===== config.mk =====
export PLATFORM = sky130hd
export DESIGN_NAME = lsu_axil_master
export DESIGN_NICKNAME = d
export VERILOG_FILES = /design/src/rtl/lsu_axil_master.sv
export SDC_FILE = /design/constraint.sdc
export NUM_CORES = 1
export LEC_CHECK = 0
export ABC_AREA = 1
export BUFFER_PORTS_ARGS = -buffer_cell sky130_fd_sc_hd__buf_2
export CAP_MARGIN = 30
export CELL_PAD_IN_SITES_DETAIL_PLACEMENT = 1
export CELL_PAD_IN_SITES_GLOBAL_PLACEMENT = 1
export CORE_MARGIN = 2
export CORE_UTILIZATION = 26
export DETAILED_ROUTE_END_ITERATION = 8
export PLACE_DENSITY_LB_ADDON = 0.1
export SYNTH_ARGS = -nofsm -noshare
export SYNTH_HDL_FRONTEND = slang
export SYNTH_SLANG_ARGS = --single-unit

===== constraint.sdc =====
create_clock -name clk -period 1 [get_ports clk]
set_input_delay 0.25 -clock clk [delete_from_list [all_inputs] [get_ports clk]]
set_output_delay 0.25 -clock clk [all_outputs]
set_load 0.01 [all_outputs]

===== src/rtl/lsu_axil_master.sv =====
// lsu_axil_master: AXI4-Lite initiator for the LSU/IFU memory path.
// Takes one CPU load or store at a time from a valid/ready request port. It
// runs the AR/R or AW/W/B channels and returns a one-cycle response pulse.
//
// Optional macro: LSU_AXIL_TIMEOUT_EN adds a per-transaction watchdog. When
// the watchdog expires, the block completes the transaction with resp_err=1.
//
// Ports:
//   clk, rst                 clock, synchronous active-high reset
//   req_valid/req_ready      CPU request handshake (ready only while idle)
//   req_wen/addr/wdata/wmask request payload (1=store)
//   resp_valid/rdata/err     single-cycle completion pulse
//   ar*/r*                   AXI4-Lite read address / read data channels
//   aw*/w*/b*                AXI4-Lite write address / data / response channels
module lsu_axil_master #(
  parameter int unsigned ADDR_W  = 32,
  parameter int unsigned DATA_W  = 32,
  parameter int unsigned TIMEOUT = 1024
) (
  input  logic                  clk,
  input  logic                  rst,
  input  logic                  req_valid,
  output logic                  req_ready,
  input  logic                  req_wen,
  input  logic [ADDR_W-1:0]     req_addr,
  input  logic [DATA_W-1:0]     req_wdata,
  input  logic [DATA_W/8-1:0]   req_wmask,
  output logic                  resp_valid,
  output logic [DATA_W-1:0]     resp_rdata,
  output logic                  resp_err,
  output logic [ADDR_W-1:0]     araddr,
  output logic                  arvalid,
  input  logic                  arready,
  input  logic [DATA_W-1:0]     rdata,
  input  logic [1:0]            rresp,
  input  logic                  rvalid,
  output logic                  rready,
  output logic [ADDR_W-1:0]     awaddr,
  output logic                  awvalid,
  input  logic                  awready,
  output logic [DATA_W-1:0]     wdata,
  output logic [DATA_W/8-1:0]   wstrb,
  output logic                  wvalid,
  input  logic                  wready,
  input  logic [1:0]            bresp,
  input  logic                  bvalid,
  output logic                  bready
);

  localparam int unsigned STRB_W = DATA_W / 8;

  typedef enum logic [2:0] {
    S_IDLE  = 3'd0,
    S_RADDR = 3'd1,
    S_RDATA = 3'd2,
    S_WREQ  = 3'd3,
    S_WRESP = 3'd4,
    S_DONE  = 3'd5
  } state_e;

  state_e              state_q, state_d;
  logic [ADDR_W-1:0]   addr_q, addr_d;
  logic [DATA_W-1:0]   wdata_q, wdata_d;
  logic [STRB_W-1:0]   wstrb_q, wstrb_d;
  logic                aw_done_q, aw_done_d;
  logic                w_done_q, w_done_d;
  logic                req_ready_q, req_ready_d;
  logic                arvalid_q, arvalid_d;
  logic                rready_q, rready_d;
  logic                awvalid_q, awvalid_d;
  logic                wvalid_q, wvalid_d;
  logic                bready_q, bready_d;
  logic                resp_valid_q, resp_valid_d;
  logic                resp_err_q, resp_err_d;
  logic [DATA_W-1:0]   resp_rdata_q, resp_rdata_d;

`ifdef LSU_AXIL_TIMEOUT_EN
  localparam int unsigned CNT_W = $clog2(TIMEOUT) + 1;
  logic [CNT_W-1:0]    cnt_q, cnt_d;
  logic                busy_c;
  logic                timeout_c;
`endif

  // Next state, payload capture and registered channel controls
  always_comb begin
    state_d      = state_q;
    addr_d       = addr_q;
    wdata_d      = wdata_q;
    wstrb_d      = wstrb_q;
    aw_done_d    = aw_done_q;
    w_done_d     = w_done_q;
    resp_rdata_d = '0;
    resp_err_d   = 1'b0;

    case (state_q)
      S_IDLE: begin
        if (req_valid && req_ready_q) begin
          addr_d    = req_addr;
          wdata_d   = req_wdata;
          wstrb_d   = req_wmask;
          aw_done_d = 1'b0;
          w_done_d  = 1'b0;
          state_d   = req_wen ? S_WREQ : S_RADDR;
        end
      end
      S_RADDR: begin
        if (arready) state_d = S_RDATA;
      end
      S_RDATA: begin
        if (rvalid) begin
          resp_rdata_d = rdata;
          resp_err_d   = rresp[1];
          state_d      = S_DONE;
        end
      end
      S_WREQ: begin
        // AW and W complete independently; the flags remember each handshake
        if (awready) aw_done_d = 1'b1;
        if (wready)  w_done_d  = 1'b1;
        if (aw_done_d && w_done_d) state_d = S_WRESP;
      end
      S_WRESP: begin
        if (bvalid) begin
          resp_err_d = bresp[1];
          state_d    = S_DONE;
        end
      end
      S_DONE:  state_d = S_IDLE;
      default: state_d = S_IDLE;
    endcase

`ifdef LSU_AXIL_TIMEOUT_EN
    // Watchdog: a completion arriving on the expiry cycle still wins
    busy_c = (state_q == S_RADDR) || (state_q == S_RDATA) ||
             (state_q == S_WREQ)  || (state_q == S_WRESP);
    cnt_d  = '0;
    if (busy_c) begin
      cnt_d = (cnt_q == CNT_W'(TIMEOUT - 1)) ? cnt_q : cnt_q + CNT_W'(1);
    end
    timeout_c = busy_c && (cnt_q == CNT_W'(TIMEOUT - 1)) && (state_d != S_DONE);
    if (timeout_c) begin
      state_d      = S_DONE;
      resp_rdata_d = '0;
      resp_err_d   = 1'b1;
    end
`endif

    // Outputs follow the state being entered so that they stay registered
    req_ready_d  = (state_d == S_IDLE);
    arvalid_d    = (state_d == S_RADDR);
    rready_d     = (state_d == S_RDATA);
    awvalid_d    = (state_d == S_WREQ) && !aw_done_d;
    wvalid_d     = (state_d == S_WREQ) && !w_done_d;
    bready_d     = (state_d == S_WRESP);
    resp_valid_d = (state_d == S_DONE);
  end

  // State and output registers
  always_ff @(posedge clk) begin
    if (rst) begin
      state_q      <= S_IDLE;
      addr_q       <= '0;
      wdata_q      <= '0;
      wstrb_q      <= '0;
      aw_done_q    <= 1'b0;
      w_done_q     <= 1'b0;
      req_ready_q  <= 1'b0;
      arvalid_q    <= 1'b0;
      rready_q     <= 1'b0;
      awvalid_q    <= 1'b0;
      wvalid_q     <= 1'b0;
      bready_q     <= 1'b0;
      resp_valid_q <= 1'b0;
      resp_err_q   <= 1'b0;
      resp_rdata_q <= '0;
`ifdef LSU_AXIL_TIMEOUT_EN
      cnt_q        <= '0;
`endif
    end else begin
      state_q      <= state_d;
      addr_q       <= addr_d;
      wdata_q      <= wdata_d;
      wstrb_q      <= wstrb_d;
      aw_done_q    <= aw_done_d;
      w_done_q     <= w_done_d;
      req_ready_q  <= req_ready_d;
      arvalid_q    <= arvalid_d;
      rready_q     <= rready_d;
      awvalid_q    <= awvalid_d;
      wvalid_q     <= wvalid_d;
      bready_q     <= bready_d;
      resp_valid_q <= resp_valid_d;
      resp_err_q   <= resp_err_d;
      resp_rdata_q <= resp_rdata_d;
`ifdef LSU_AXIL_TIMEOUT_EN
      cnt_q        <= cnt_d;
`endif
    end
  end

  assign req_ready  = req_ready_q;
  assign resp_valid = resp_valid_q;
  assign resp_rdata = resp_rdata_q;
  assign resp_err   = resp_err_q;
  assign araddr     = addr_q;
  assign arvalid    = arvalid_q;
  assign rready     = rready_q;
  assign awaddr     = addr_q;
  assign awvalid    = awvalid_q;
  assign wdata      = wdata_q;
  assign wstrb      = wstrb_q;
  assign wvalid     = wvalid_q;
  assign bready     = bready_q;

  // Only bit 1 of a response code marks an error; TIMEOUT matters only with the watchdog
  logic unused_c;
`ifdef LSU_AXIL_TIMEOUT_EN
  assign unused_c = ^{rresp[0], bresp[0]};
`else
  assign unused_c = ^{rresp[0], bresp[0], TIMEOUT};
`endif

endmodule


; ---- Word level (Yosys, flattened, before mapping)
; Cells that the tools add are included.
; Widths: inputs -> output; s select.
[totals]
register_bits = 113
[classes]
eq_ne = 9
n_mux = 18
bitwise = 2
n_reduce_logical = 10
[op_table]
columns = op, count
row1 = $mux 3, 5
row2 = $pmux 3 s5, 1
row3 = $eq 3x2->1 const B, 4
row4 = $eq 3x3->1 const B, 3
row5 = $mux 1, 8
row6 = $eq 3x1->1 const B, 2
row7 = $logic_not 3->1, 2
row8 = $pmux 1 s2, 3
row9 = $logic_and 1x1->1, 4
row10 = $reduce_or 3->1, 1
row11 = $logic_not 1->1, 2
row12 = $mux 2, 1
row13 = $not 1->1, 2
row14 = $reduce_and 2->1, 1

; ---- Logic depth before layout (Yosys ltp)
; Gate-level depths: netlist of run 1.
[depth]
ltp_word = 7
ltp_mapped = 10
depth_no_buf = 9

; ---- Worst setup path before layout of run 1
; Ideal clock, no wire load.
[synth_timing]
path_kind = reg2reg
from = register req_ready_q (netlist: req_ready)
to = register awvalid_q (netlist: awvalid)
setup_ps = 64
t_arrival_ps = 1081
path_slack_ps = -144
stages_incl_launch_ff = 10
n_path_buf = 1
period_less_slack_ps = 1144
cell_sequence = dfxtp_1 nand2_1 nor2_2 nand2_4 buf_6 nand2_1 nand2_1 nand2_1 nand2_1 nor2_1
[synth_between]
elab_chain_len = 5
elab_cells_between_ends = 8
cone_classes = eq/ne (1) / mux (4) / reduce/logical (3)
[synth_lines]
columns = element, line
row1 = start: declaration, 67  ; logic req_ready_q, req_ready_d;
row2 = start signal: assignment, 186  ; req_ready_q <= req_ready_d;
row3 = $logic_and 1x1->1 *, 97  ; if (req_valid && req_ready_q) begin
row4 = $mux 3 or $mux 1 (tied branches), 97
row5 = $pmux 3 s5 or $pmux 1 s2 (tied branches), 95  ; case (state_q)
row6 = $eq 3x2->1 or $logic_not 1->1 (tied branches), 152  ; awvalid_d = (state_d == S_WREQ) && !aw_done_d;
row7 = $logic_and 1x1->1 *, 152
row8 = end signal: assignment, 189  ; awvalid_q <= awvalid_d;
row9 = end: declaration, 70  ; logic awvalid_q, awvalid_d;
; Every way passes the cells marked *; elsewhere a longest branch is shown, timed or not.
; A chain may end at the register's enable or synchronous reset.

; ---- Worst setup path after layout of run 1
[layout_timing]
from = register state_q[1]
to = register resp_rdata_q[17] (netlist: resp_rdata[17])
[layout_between]
elab_chain_len = 3
[layout_lines]
columns = element, line
row1 = start: declaration, 61  ; state_e state_q, state_d;
row2 = start signal: assignment, 180  ; state_q <= state_d;
row3 = $eq 3x2->1, 95
row4 = $not 1->1 (no line), -
row5 = $reduce_or 3->1 (no line), -
row6 = end signal: assignment, 194  ; resp_rdata_q <= resp_rdata_d;
row7 = end: declaration, 75  ; logic [DATA_W-1:0] resp_rdata_q, resp_rdata_d;
; Every way passes these cells.

==> results of run 1 <==
## critical path, delay by kind of cell, from the launching register on
| family | cells | cell delay, ns |
|---|---|---|
| buffers and inverters | 2 | 0.32 |
| AND/OR/NAND/NOR | 4 | 0.50 |
| flip-flops | 1 | 0.37 |
## routing by layer
metal | wire (µm) | global-route usage, % | vias to the layer above
li1 | - | - | 2124
met3 | 1200 | 6.98 | 34
met2 | 8580 | 30.8 | 161
met1 | 6040 | 18.5 | 2082
met4 | 427 | 9.59 | 2
met5 | 11 | 0 | -
## metrics by stage
| step | area [µm²] | hold WS (ns) |
|---|---|---|
| final | 8230 | 0.0416 |
| after global routing | 8230 | 0.0424 |
| after CTS | 7380 | 0.0188 |
| after detailed placement | 5540 | 0.459 |
| after global placement | 5540 | 0.443 |
| after floorplan | 4140 | 0.319 |
## sequential cells by signal, indices dropped and copies added, names as in the netlist
| signal | cells |
|---|---|
| wvalid | 1 |
| state_q | 3 |
| resp_err | 1 |
| wstrb | 4 |
| rready | 1 |
| aw_done_q | 1 |
| resp_valid | 1 |
| req_ready | 1 |
| wdata | 32 |
| resp_rdata | 32 |
| awvalid | 1 |
| araddr | 32 |
| w_done_q | 1 |
| arvalid | 1 |
| bready | 1 |
## cell usage in the layout (no fill, tap or decap), drive strengths merged
master and n:
nand2 22, buf 308, clkinvlp 1, nand3 13
clkbuf 27, inv 44, a21oi 3, bufinv 5
nand4 1, a22oi 1, nor2 192, clkinv 5
o21ai 69, dfxtp 113
## path summary, 6_finish.rpt
| kind | end | cells after the start |
|---|---|---|
| setup / recovery | resp_rdata[17] | 6 |
| hold / removal | resp_rdata[23] | 3 |
| setup reg to reg | resp_rdata[17] | 6 |
| hold reg to reg | wdata[23] | 2 |
## logic make-up (layout without fill, tap and decap cells)
kind of cell           Yosys count  count (layout)  share of synthesized area, %
buffers and inverters          102             390                          13.6
DFF                            113             113                          55.3
and+or+nand+nor                228             228                          22.1
AOI/OAI and AO/OA               73              73                          9.00
## final cells by class
class,count,share of cell area [%]
clock inverters,10,2.20
flip-flops and latches,113,29.5
inverters,45,2.24
well taps,211,3.21
clock buffers,22,5.64
multi-input cells,301,22.5
repair buffers,313,34.7
## power by group through the flow
stage	Combinational (µW)	Clock, µW	Sequential, µW
3_5_place_dp	3790	0	5700
4_1_cts	5640	6790	5960
3_3_place_gp	3720	0	5650
6_report	6490	6660	6020
5_1_grt	7010	7030	6120
2_1_floorplan	2080	0	6000
## what timing repair did
action                                  4_1_cts  5_1_grt
endpoints found under the setup margin      253      253
buffers inserted                             17       11
cloned                                        6        6
gates resized for setup                     285      188
pin swaps                                    19       33
==> impl_metrics.env, run 1 <==
export IMPL_power_leakage_uw=0.00383
export IMPL_cts_tree="done"
export IMPL_min_period_ns=1.25
export IMPL_hpwl_um=9730
export IMPL_coreArea_um2=15300
export IMPL_clk_latency_ns=0.42
export IMPL_status="finished, violations left"
export IMPL_worstPathMaxFanout=8
export IMPL_yosysSeqAreaShare_pct=55.3
export IMPL_cp_slowest_stage_delay_ns=0.37
export IMPL_clock_sink_count=113
export IMPL_ys_async_sr_fraction_pct=0
export IMPL_power_total_uw=19200
export IMPL_remaining_drc_errors=0
export IMPL_nets=904
export IMPL_pin_count=253
export IMPL_synth_area_leaders="dfxtp_1, nor2_1, o21ai_0"
export IMPL_grt_use_total_pct=17.8
export IMPL_path_cells="buf_6 > nand3_4 > nor2_4 > nand2_4 > clkbuf_16 > nor2_2"
export IMPL_drtPass1Iterations=4
export IMPL_p_int_uw=13500
export IMPL_slew_headroom_pct=82.6
export IMPL_fin_ws_ns=-0.251
export IMPL_worstSetupPathType="flop to flop"
export IMPL_syn_area_um2=4090
export IMPL_fill_cells=1684
export IMPL_initial_core_util_pct=26.8
export IMPL_hp_start="rdata[23]"
export IMPL_port_buffers=250
export IMPL_clockBufferDepth=2
export IMPL_rsz0062_at_grt="true"
export IMPL_synth_edf_count=0
export IMPL_grt_pass1_wl_um=22300
export IMPL_grt_pass1_vias=4401
export IMPL_viasPerCell=4.34
export IMPL_crit_slowest_cell="dfxtp_4"
export IMPL_grt_overflow=0
export IMPL_antennaDiodeCount=0
export IMPL_drv_cap=0
export IMPL_ys_ff_latch=113
export IMPL_worstMarginPinSlew_ns=0.261
export IMPL_required_ns=1.35
export IMPL_seq_power_share_pct=31.4
export IMPL_yosys_warnings=0
export IMPL_syn_to_final_growth_pct=101
export IMPL_placed_cells=945
export IMPL_utilization_pct=53.9
export IMPL_hold_viol_final=0
export IMPL_hold_buffers=0
export IMPL_worstSetupEndpointType="flop"
export IMPL_power_density_nw_per_um2=2330
export IMPL_fmax_ghz=0.800
export IMPL_reg2reg_from="state_q[1]"
export IMPL_fin_skew_ns=0.00610
export IMPL_dr_total_vias=4403
export IMPL_crit_path_start_kind="flop"
export IMPL_cts_buffers=17
export IMPL_clockPowerShare_pct=34.7
export IMPL_cp_arrival_ns=1.60
export IMPL_cts_root_buffer="clkbuf_16"
export IMPL_multi_input_area_um2=1860
export IMPL_synth_commonest_cells="nor2_1, dfxtp_1, o21ai_0"
export IMPL_rows=45
export IMPL_synth_nets=629
export IMPL_layout_drive_gt1_share_pct=69.3
export IMPL_dp_slack_ns=-0.309
export IMPL_min_path_type="input pin to flop"
export IMPL_p_comb_share_pct=33.9
export IMPL_synth_flop_cell="dfxtp_1"
export IMPL_grt_start_max_net_pins=33
export IMPL_die_h_um=129
export IMPL_p_sw_share_pct=29.8
export IMPL_fp_dieW_um=129
export IMPL_regArea_um2=2420
export IMPL_htreeDepth=4
export IMPL_synth_distinct_cells=23
export IMPL_avgSynthCellArea_um2=7.92
export IMPL_synth_top_area_share_pct=55.3
export IMPL_clk_pin_slew_worst_paths_ns=0.05
export IMPL_setup_tns_final_ns=-38.25
export IMPL_antenna_left=0
export IMPL_p_sw_uw=5710
export IMPL_violations="setup timing"
export IMPL_finalNonFillerCells=1015
export IMPL_antenna_found_initial=1
export IMPL_slew_violations=0
export IMPL_drt_iter0_drc=124
export IMPL_finalWirelength_um=16300
export IMPL_yosysMostFrequentCell="nor2_1"
export IMPL_crit_start="state_q[1]"
export IMPL_rrSetupSlack_ns=-0.25
export IMPL_die_area_um2=16700
export IMPL_avgRoutedWirePerCell_um=16.0
export IMPL_setup_viol=253
export IMPL_synth_top_area_cell="dfxtp_1"
export IMPL_syn_inst=516
export IMPL_ir_drop_uv=1140
export IMPL_place_gp_congestion=0.716
export IMPL_period_share_pct=125
(Power assumes the default switching activity.)
==> inputs of run 2 (changes only) <==
==> constraint.sdc (replaced) <==
create_clock -name clk -period 1 [get_ports clk]
set_input_delay 0.25 -clock clk [delete_from_list [all_inputs] [get_ports clk]]
set_output_delay 0.25 -clock clk [all_outputs]
set_load 0.1 [all_outputs]
==> impl_metrics.env, run 2 (synthesis gave the netlist of run 1 again) <==
export IMPL_finalNonFillerCells=1026
export IMPL_power_density_nw_per_um2=2820
export IMPL_reg2reg_from="state_q[2]"
export IMPL_grt_start_max_net_pins=42
export IMPL_hp_start="rdata[16]"
export IMPL_min_path_type="input pin to flop"
export IMPL_slew_headroom_pct=83.0
export IMPL_coreArea_um2=15300
export IMPL_layout_drive_gt1_share_pct=73.3
export IMPL_antenna_left=0
export IMPL_grtUsageMet2_pct=38.1
export IMPL_rows=45
export IMPL_drt_iter0_drc=73
export IMPL_hold_depth=3
export IMPL_drtPass1Iterations=4
export IMPL_setup_tns_final_ns=-56.51
export IMPL_cp_arrival_ns=1.66
export IMPL_port_buffers=250
export IMPL_grt_util_met3_pct=7.47
export IMPL_ir_drop_uv=1550
export IMPL_fin_skew_ns=0.00754
export IMPL_remaining_drc_errors=0
export IMPL_multi_input_area_um2=1980
export IMPL_grt_pass1_vias=4842
export IMPL_place_gp_congestion=0.841
export IMPL_viasPerCell=4.40
export IMPL_utilization_pct=64.7
export IMPL_grt_use_total_pct=19.9
export IMPL_antennaDiodeCount=0
export IMPL_worstSetupEndpointType="flop"
export IMPL_crit_slowest_cell="dfxtp_2"
export IMPL_hpwl_um=11300
export IMPL_clk_latency_ns=0.42
export IMPL_clk_pin_slew_worst_paths_ns=0.06
export IMPL_htreeDepth=4
export IMPL_r2r_end="resp_rdata[16]"
export IMPL_worstPathMaxFanout=8
export IMPL_hold_buffers=0
export IMPL_initial_core_util_pct=26.8
export IMPL_period_share_pct=131
export IMPL_grt_busiest_layer="met2"
export IMPL_cts_root_buffer="clkbuf_16"
export IMPL_fin_area_um2=9870
export IMPL_fin_ws_ns=-0.312
export IMPL_slew_violations=0
export IMPL_layout_commonest_cell="buf_12"
export IMPL_grt_overflow=0
export IMPL_finalWirelength_um=18300
export IMPL_cts_buffers=17
export IMPL_syn_to_final_growth_pct=141
export IMPL_regArea_um2=2530
export IMPL_setup_viol=253
export IMPL_critPathTopFamily="buffers and inverters"
export IMPL_avgRoutedWirePerCell_um=17.8
export IMPL_placed_cells=946
export IMPL_path_cells="buf_6 > buf_6 > nor2_4 > nand2_4 > buf_12 > buf_16 > nor2_1"
export IMPL_dr_total_vias=4514
export IMPL_power_leakage_uw=0.00427
export IMPL_grt_use_met1_pct=18.9
export IMPL_crit_path_start_kind="flop"
export IMPL_min_period_ns=1.31
export IMPL_clock_sink_count=113
export IMPL_required_ns=1.35
export IMPL_clockBufferDepth=2
export IMPL_grt_pass1_wl_um=25200
export IMPL_final_cell_mix="buf_12, nor2_1, buf_2"
export IMPL_place_area_um2=7820
export IMPL_path_buf_inv=4
export IMPL_nets=915
export IMPL_crit_top_cell="buf_6"
export IMPL_fp_dieW_um=129
export IMPL_worstMarginPinSlew_ns=0.254
export IMPL_die_area_um2=16700
export IMPL_worstSetupPathType="flop to flop"
export IMPL_r2r_cells=7
export IMPL_rrSetupSlack_ns=-0.31
export IMPL_pin_count=253
export IMPL_hold_viol_final=0
export IMPL_rsz0062_at_grt="true"
export IMPL_die_h_um=129
export IMPL_status="finished, violations left"
export IMPL_drv_cap=0
export IMPL_antenna_found_initial=0
export IMPL_whs_endpoint="resp_rdata[16]"
export IMPL_cp_slowest_stage_delay_ns=0.32
export IMPL_cts_tree="done"
export IMPL_violations="setup timing"
export IMPL_fmax_ghz=0.762
export IMPL_fill_cells=1554
[run 2: changes by cell type in the layout (fill, tap and decap cells not counted), moves of 15 or more]
cell,delta
dfxtp_4,+34
buf_12,+143
o21ai_0,+20
buf_6,-123
buf_2,-17
dfxtp_1,-19
dfxtp_2,-15
nor2_4,+19
[run 2: through the flow]
step                hold slack [ns]  power (µW)  setup slack (ns)
CTS                          0.0240       26700            -0.303
detailed placement            0.463       19500            -0.351
finish                       0.0633       27800            -0.312
global route                 0.0569       28700            -0.388
floorplan                     0.312       15400            -0.298
global placement              0.457       19300            -0.245
[run 2: worst max path at each step]
stage | depth (start not counted) | to | startpoint
final | 7 | resp_rdata[16] | state_q[2]
after global routing | 7 | resp_rdata[16] | state_q[2]
after CTS | 2 | req_ready | req_ready
after detailed placement | 7 | wdata[7] | state_q[2]
after global placement | 7 | wdata[14] | state_q[2]
after floorplan | 6 | wdata[2] | req_ready
[run 2: what timing repair did]
action,4_1_cts,5_1_grt
gates resized for setup,126,154
setup endpoints to repair,253,253
pin swaps,22,41
buffers inserted,19,20
cloned,6,5
hold endpoints to repair,0,0
[run 2: worst min-delay path: cells and delay by family]
kind                   cells  cell delay [ns]
buffers and inverters      2             0.14
and+or+nand+nor            1             0.04
[run 2: power by group]
| part | internal (µW) | switching, µW |
|---|---|---|
| clock network | 4110 | 2080 |
| registers | 5460 | 1000 |
| logic | 5640 | 9500 |
| total | 15200 | 12600 |
[run 2: layout make-up]
type,count,area share (%)
inverter,45,1.89
multi-input combinational,301,20.0
sequential,113,25.7
tap,211,2.67
clock inverter,7,0.634
timing repair buffer,324,43.4
clock buffer,25,5.67
[run 2: layer usage]
metal,wire [µm],vias to the layer above
met5,0,-
met4,470,0
met3,1460,34
met2,10200,180
met1,6080,2155
li1,-,2145
